--- src/rtl/bsg_noc_link_delay_buffer.sv ---
// Programmable-latency, in-order flit buffer for one ready_and NoC link.
// It can bypass the buffer combinationally, and it counts output handshakes and stall cycles.
module bsg_noc_link_delay_buffer #(
  parameter int width_p       = 32,
  parameter int els_p         = 8,
  parameter int max_delay_p   = 15,
  parameter int count_width_p = 16,
  localparam int delay_width_lp = $clog2(max_delay_p+1)
) (
  input  logic                      clk_i,
  input  logic                      reset_n_i,
  input  logic [delay_width_lp-1:0] delay_i,
  input  logic                      bypass_i,
  input  logic                      clear_i,
  input  logic                      v_i,
  input  logic [width_p-1:0]        data_i,
  output logic                      ready_and_o,
  output logic                      v_o,
  output logic [width_p-1:0]        data_o,
  input  logic                      ready_and_i,
  output logic [count_width_p-1:0]  flit_count_o,
  output logic [count_width_p-1:0]  stall_count_o
);

  localparam int addr_width_lp = $clog2(els_p);
  localparam int ptr_width_lp  = addr_width_lp + 1;

  typedef enum logic [1:0] {NORMAL, DRAIN, BYPASS} state_e;

  function automatic logic [delay_width_lp-1:0] clamp_delay(input logic [delay_width_lp-1:0] d);
    logic [delay_width_lp:0] lim;
    lim = (delay_width_lp+1)'(max_delay_p);
    if ({1'b0, d} > lim) return lim[delay_width_lp-1:0];
    return d;
  endfunction

  function automatic logic [count_width_p-1:0] sat_inc(input logic [count_width_p-1:0] c);
    return (&c) ? c : c + 1'b1;
  endfunction

  state_e                    state_r;
  logic [ptr_width_lp-1:0]   rd_ptr_r, wr_ptr_r;
  logic [width_p-1:0]        data_mem [els_p];
  logic [delay_width_lp-1:0] timer_r  [els_p];

  logic [addr_width_lp-1:0] rd_idx, wr_idx;
  logic empty, full, head_ready, enq, deq;

  assign rd_idx = rd_ptr_r[addr_width_lp-1:0];
  assign wr_idx = wr_ptr_r[addr_width_lp-1:0];
  assign empty  = (rd_ptr_r == wr_ptr_r);
  // Extra pointer MSB differs only when the writer has lapped the reader.
  assign full   = (rd_ptr_r[addr_width_lp] != wr_ptr_r[addr_width_lp]) && (rd_idx == wr_idx);
  assign head_ready = !empty && (timer_r[rd_idx] == '0);

  always_comb begin
    v_o         = 1'b0;
    data_o      = '0;
    ready_and_o = 1'b0;
    if (reset_n_i) begin
      case (state_r)
        BYPASS: begin
          v_o         = v_i;
          data_o      = data_i;
          ready_and_o = ready_and_i;
        end
        DRAIN: begin
          v_o    = head_ready;
          data_o = data_mem[rd_idx];
        end
        default: begin
          v_o         = head_ready;
          data_o      = data_mem[rd_idx];
          ready_and_o = !full;
        end
      endcase
    end
  end

  assign enq = v_i && ready_and_o && (state_r == NORMAL);
  assign deq = v_o && ready_and_i && (state_r != BYPASS);

  always_ff @(posedge clk_i) begin
    if (enq) data_mem[wr_idx] <= data_i;
  end

  // Control state: pointers, timers, mode and counters.
  always_ff @(posedge clk_i or negedge reset_n_i) begin
    if (!reset_n_i) begin
      state_r       <= NORMAL;
      rd_ptr_r      <= '0;
      wr_ptr_r      <= '0;
      flit_count_o  <= '0;
      stall_count_o <= '0;
      for (int i = 0; i < els_p; i++) timer_r[i] <= '0;
    end else begin
      for (int i = 0; i < els_p; i++) begin
        if (enq && (wr_idx == addr_width_lp'(i)))
          timer_r[i] <= clamp_delay(delay_i);
        else if (timer_r[i] != '0)
          timer_r[i] <= timer_r[i] - 1'b1;
      end
      if (enq) wr_ptr_r <= wr_ptr_r + 1'b1;
      if (deq) rd_ptr_r <= rd_ptr_r + 1'b1;

      case (state_r)
        NORMAL: if (bypass_i) state_r <= (empty && !enq) ? BYPASS : DRAIN;
        DRAIN: begin
          if (!bypass_i)  state_r <= NORMAL;
          else if (empty) state_r <= BYPASS;
        end
        BYPASS:  if (!bypass_i) state_r <= NORMAL;
        default: state_r <= NORMAL;
      endcase

      if (clear_i) begin
        flit_count_o  <= '0;
        stall_count_o <= '0;
      end else begin
        if (v_o && ready_and_i)  flit_count_o  <= flit_count_o + 1'b1;
        if (v_o && !ready_and_i) stall_count_o <= sat_inc(stall_count_o);
      end
    end
  end

endmodule
--- config.mk ---
export PLATFORM = sky130hd
export DESIGN_NAME = bsg_noc_link_delay_buffer
export DESIGN_NICKNAME = d
export VERILOG_FILES = /design/src/rtl/bsg_noc_link_delay_buffer.sv
export SDC_FILE = /design/constraint.sdc
export NUM_CORES = 1
export LEC_CHECK = 0
export ABC_CLOCK_PERIOD_IN_PS = 6200
export CAP_MARGIN = 30
export CORE_ASPECT_RATIO = 1.25
export CORE_UTILIZATION = 59
export DETAILED_ROUTE_END_ITERATION = 10
export GPL_ROUTABILITY_DRIVEN = 0
export PLACE_DENSITY = 0.8
export SYNTH_ARGS = -nofsm -noshare
export SYNTH_HDL_FRONTEND = slang
export SYNTH_SLANG_ARGS = --single-unit
export TNS_END_PERCENT = 50
--- constraint.sdc ---
create_clock -name clk_i -period 6.2 [get_ports clk_i]
set_clock_uncertainty 0.15 [all_clocks]
set_input_delay 0.62 -clock clk_i [delete_from_list [all_inputs] [get_ports clk_i]]
set_output_delay 0.62 -clock clk_i [all_outputs]
set_load 0.02 [all_outputs]
==> key figures <==
Clock tree
  – CTS resizes: 0
  – Num CTS Buffers: 31
  – CTS clk-pin slew, worst paths: 0.06 ns
  – Clock root cell: clkbuf_16
  – Post-CTS Setup Inserts: 0
  – H-tree Lvls: 1
  – CTS max path bufs: 3
  – CTS Hold Bufs: 0
  – Clk sinks: 330
  – CTS tree: done
  – Clk_lat worst skew: 0.55 ns

Setup path
  – Required time worst endpoint: 5.43 ns
  – WS Path Type: flip-flop to output port
  – Endpoint class of the critical path: output port
  – Crit Path Max Fanout: 48
  – CP arrival: 3.69 ns
  – Worst setup SP type: flip-flop

STA
  – Fmax: 224 MHz
  – Final Hold Fails: 0
  – Slew HR: between 30% and 40%
  – Ratio of final minimum period to clock period: around 72%
  – RSZ-0062 raised after global routing: no
  – Min Tclk post-route: 4.46 ns
  – Pins Over Slew Limit: 0
  – TNS Setup: 0 ns
  – # setup viols final: 0
  – Worst Max-Slew Pin Slew: 0.994 ns
  – Final worst slack: 1.74 ns

Drt
  – Drt drc: 0
  – DR pass1 iterations: 5
  – Final ANT Viol Nets: 0
  – Wirelength, routed: roughly 29000 um
  – Avg Vias per Cell: between 6 and 7
  – Routed vias: approximately 8300
  – Drt initial violations: about 560
  – Routed length per instance: 21.3 um

Power
  – Int Power: 4.84 mW
  – Clock power share: 26.2%
  – Logic gate share of total power: 32.1%
  – Peak supply drop: 308 uV
  – Final Total Pwr: 7.03 mW
  – Lkg Pwr: 6.11 nW
  – Switching share of power: 31.1%
  – Pwr/cell area: 415 nW/um2
  – Sequential share of power: 41.7%
  – Sw Pwr: roughly 2.2 mW

Logic synthesis
  – Count leader, synth: edfxtp_1
  – Synth async-reset ratio: 22.4%
  – Sequential area share after synthesis: about two thirds
  – Syn avg cell area: 15.7 um2
  – Post-synth cell types: 49
  – Area leader, netlist: edfxtp_1
  – Post-Syn Area: 14500 um2
  – Post-synth top flop: edfxtp_1
  – Synth area leaders: edfxtp_1 53%, dfrtp_1 13%, mux4_2 10%
  – Syn nets: about 1000
  – Synth Register Bits: 330
  – Number of flops mapped to enable cells by yosys: approximately 260
  – Synth Instances: 922
  – Yosys top cell area share: around 53%
  – Synthesis warning total: 0
  – Post-synth top cells: 256 x edfxtp_1, 80 x nand2_1, 74 x dfrtp_1

GRT
  – GR Overflow Total: 0
  – First-pass GRT wire length: 45900 um
  – Initial antenna violation count: 0
  – Largest net degree at the start of global routing: 68
  – Vias in the first global route: 8394
  – Total Routing Usage GR: approximately 24%

Die
  – Core Region: about 24000 um2
  – DIE WIDTH: 142 um
  – Die footprint: around 25000 um2
  – Num rows: 63
  – Initial Utilization: 60.6%
  – Die Y: 177 um
  – Top Ports: 108

Place
  – Post-Place Cell Area: 15900 um2
  – IO buf count: roughly 110
  – Detailed-placement wirelength estimate: roughly 17000 um
  – Post-place setup slack: 2.19 ns

Finish
  – Diodes inserted: 0
  – Final #Nets: 1104
  – Fraction of layout cells with a size suffix above 1: between 10% and 20%
  – Cell area after layout: 16900 um2
  – Layout area overhead: 16.8%

Worst hold path
  – Hold WC Path Type: input port to asynchronous set/reset pin

Status
  – Outcome: complete, no violations

Job
  – Max cap viols: 0
-- cell usage in the layout, fill, tap and decap left out, types with 31 or more instances in the layout --
cell type	count
nand2_1	80
nor2_1	32
dfrtp_1	71
mux2i_1	39
o211a_1	32
clkbuf_16	31
mux4_2	64
edfxtp_1	256
a21oi_1	31
clkdlybuf4s50_1	106
-- per-layer routing --
metal	vias to the layer above	part of all wire [%]	global-route usage, %
li1	3794	-	-
met4	0	2.6	7.84
met1	4220	40	31.1
met2	254	52	42.3
met5	-	0	0
met3	64	5.6	3.35
-- worst max-delay path, cell delays in order (launching register included) --
cell	delay (ns)
dfrtp_4	0.98
buf_4	0.57
mux4_2	0.58
mux2i_1	0.21
nand2_1	0.10
o211a_1	0.16
clkdlybuf4s50_1	0.53
-- registers in the layout, summed over array words and instances (netlist names) --
name and cells:
rd_ptr_r 4, state_r 2, stall_count_o 16, data_mem 256, timer_r 32, flit_count_o 16
wr_ptr_r 4
-- kinds of logic (layout without fill, tap and decap cells) --
kind of cell / count (synthesis) / count (layout) / synth area share [%]
simple gates: 226 / 226 / 8.09
flops: 330 / 330 / 65.9
compound gates: 116 / 116 / 5.72
buf+inv: 68 / 200 / 1.85
xor+xnor: 32 / 32 / 1.94
fa+ha+maj: 28 / 28 / 2.42
mux: 122 / 122 / 14.1
-- power by group through the flow --
| stage | logic, mW | registers, mW | clock network, mW |
|---|---|---|---|
| 6_report | 2.25 | 2.93 | 1.84 |
| 5_1_grt | 2.46 | 2.97 | 1.95 |
| 4_1_cts | 2.28 | 2.94 | 1.87 |
| 3_5_place_dp | 2.26 | 2.98 | 0 |
| 3_3_place_gp | 2.21 | 2.96 | 0 |
| 2_1_floorplan | 1.81 | 2.77 | 0 |
-- metrics by stage --
step / instances / util (%) / hold slack, ns
floorplan: 922 / - / 0.174
global placement: 1326 / 66.8 / 0.328
detailed placement: 1326 / 66.8 / 0.349
CTS: 1379 / 70.9 / 0.0187
global route: 1379 / 70.9 / 0.0486
finish: 1379 / 70.9 / 0.0190
-- final timing paths --
path / slack [ns] / start / end / cells after the start
setup reg to reg: 2.58 / rd_ptr_r[1]$_DFFE_PN0P_ / data_mem[7][22]$_DFFE_PP_ / 6
max in group asynchronous: 4.68 / reset_n_i / timer_r[30]$_DFFE_PN0P_ / 2
setup / recovery: 1.74 / rd_ptr_r[0]$_DFFE_PN0P_ / data_o[11] / 6
hold / removal: 0.02 / reset_n_i / timer_r[28]$_DFFE_PN0P_ / 1
min in group clk_i: 0.36 / wr_ptr_r[3]$_DFFE_PN0P_ / wr_ptr_r[3]$_DFFE_PN0P_ / 1
hold reg to reg: 0.36 / wr_ptr_r[3]$_DFFE_PN0P_ / wr_ptr_r[3]$_DFFE_PN0P_ / 1
-- cell type report --
type	count	area, um2
fill	1579	6960
sequential	330	9550
tap	325	407
timing repair buffer	121	1170
inverter	26	97.6
clock buffer	35	791
multi-input combinational	524	4720
clock inverter	18	188
Note: power is estimated with default switching activity, not from simulation.
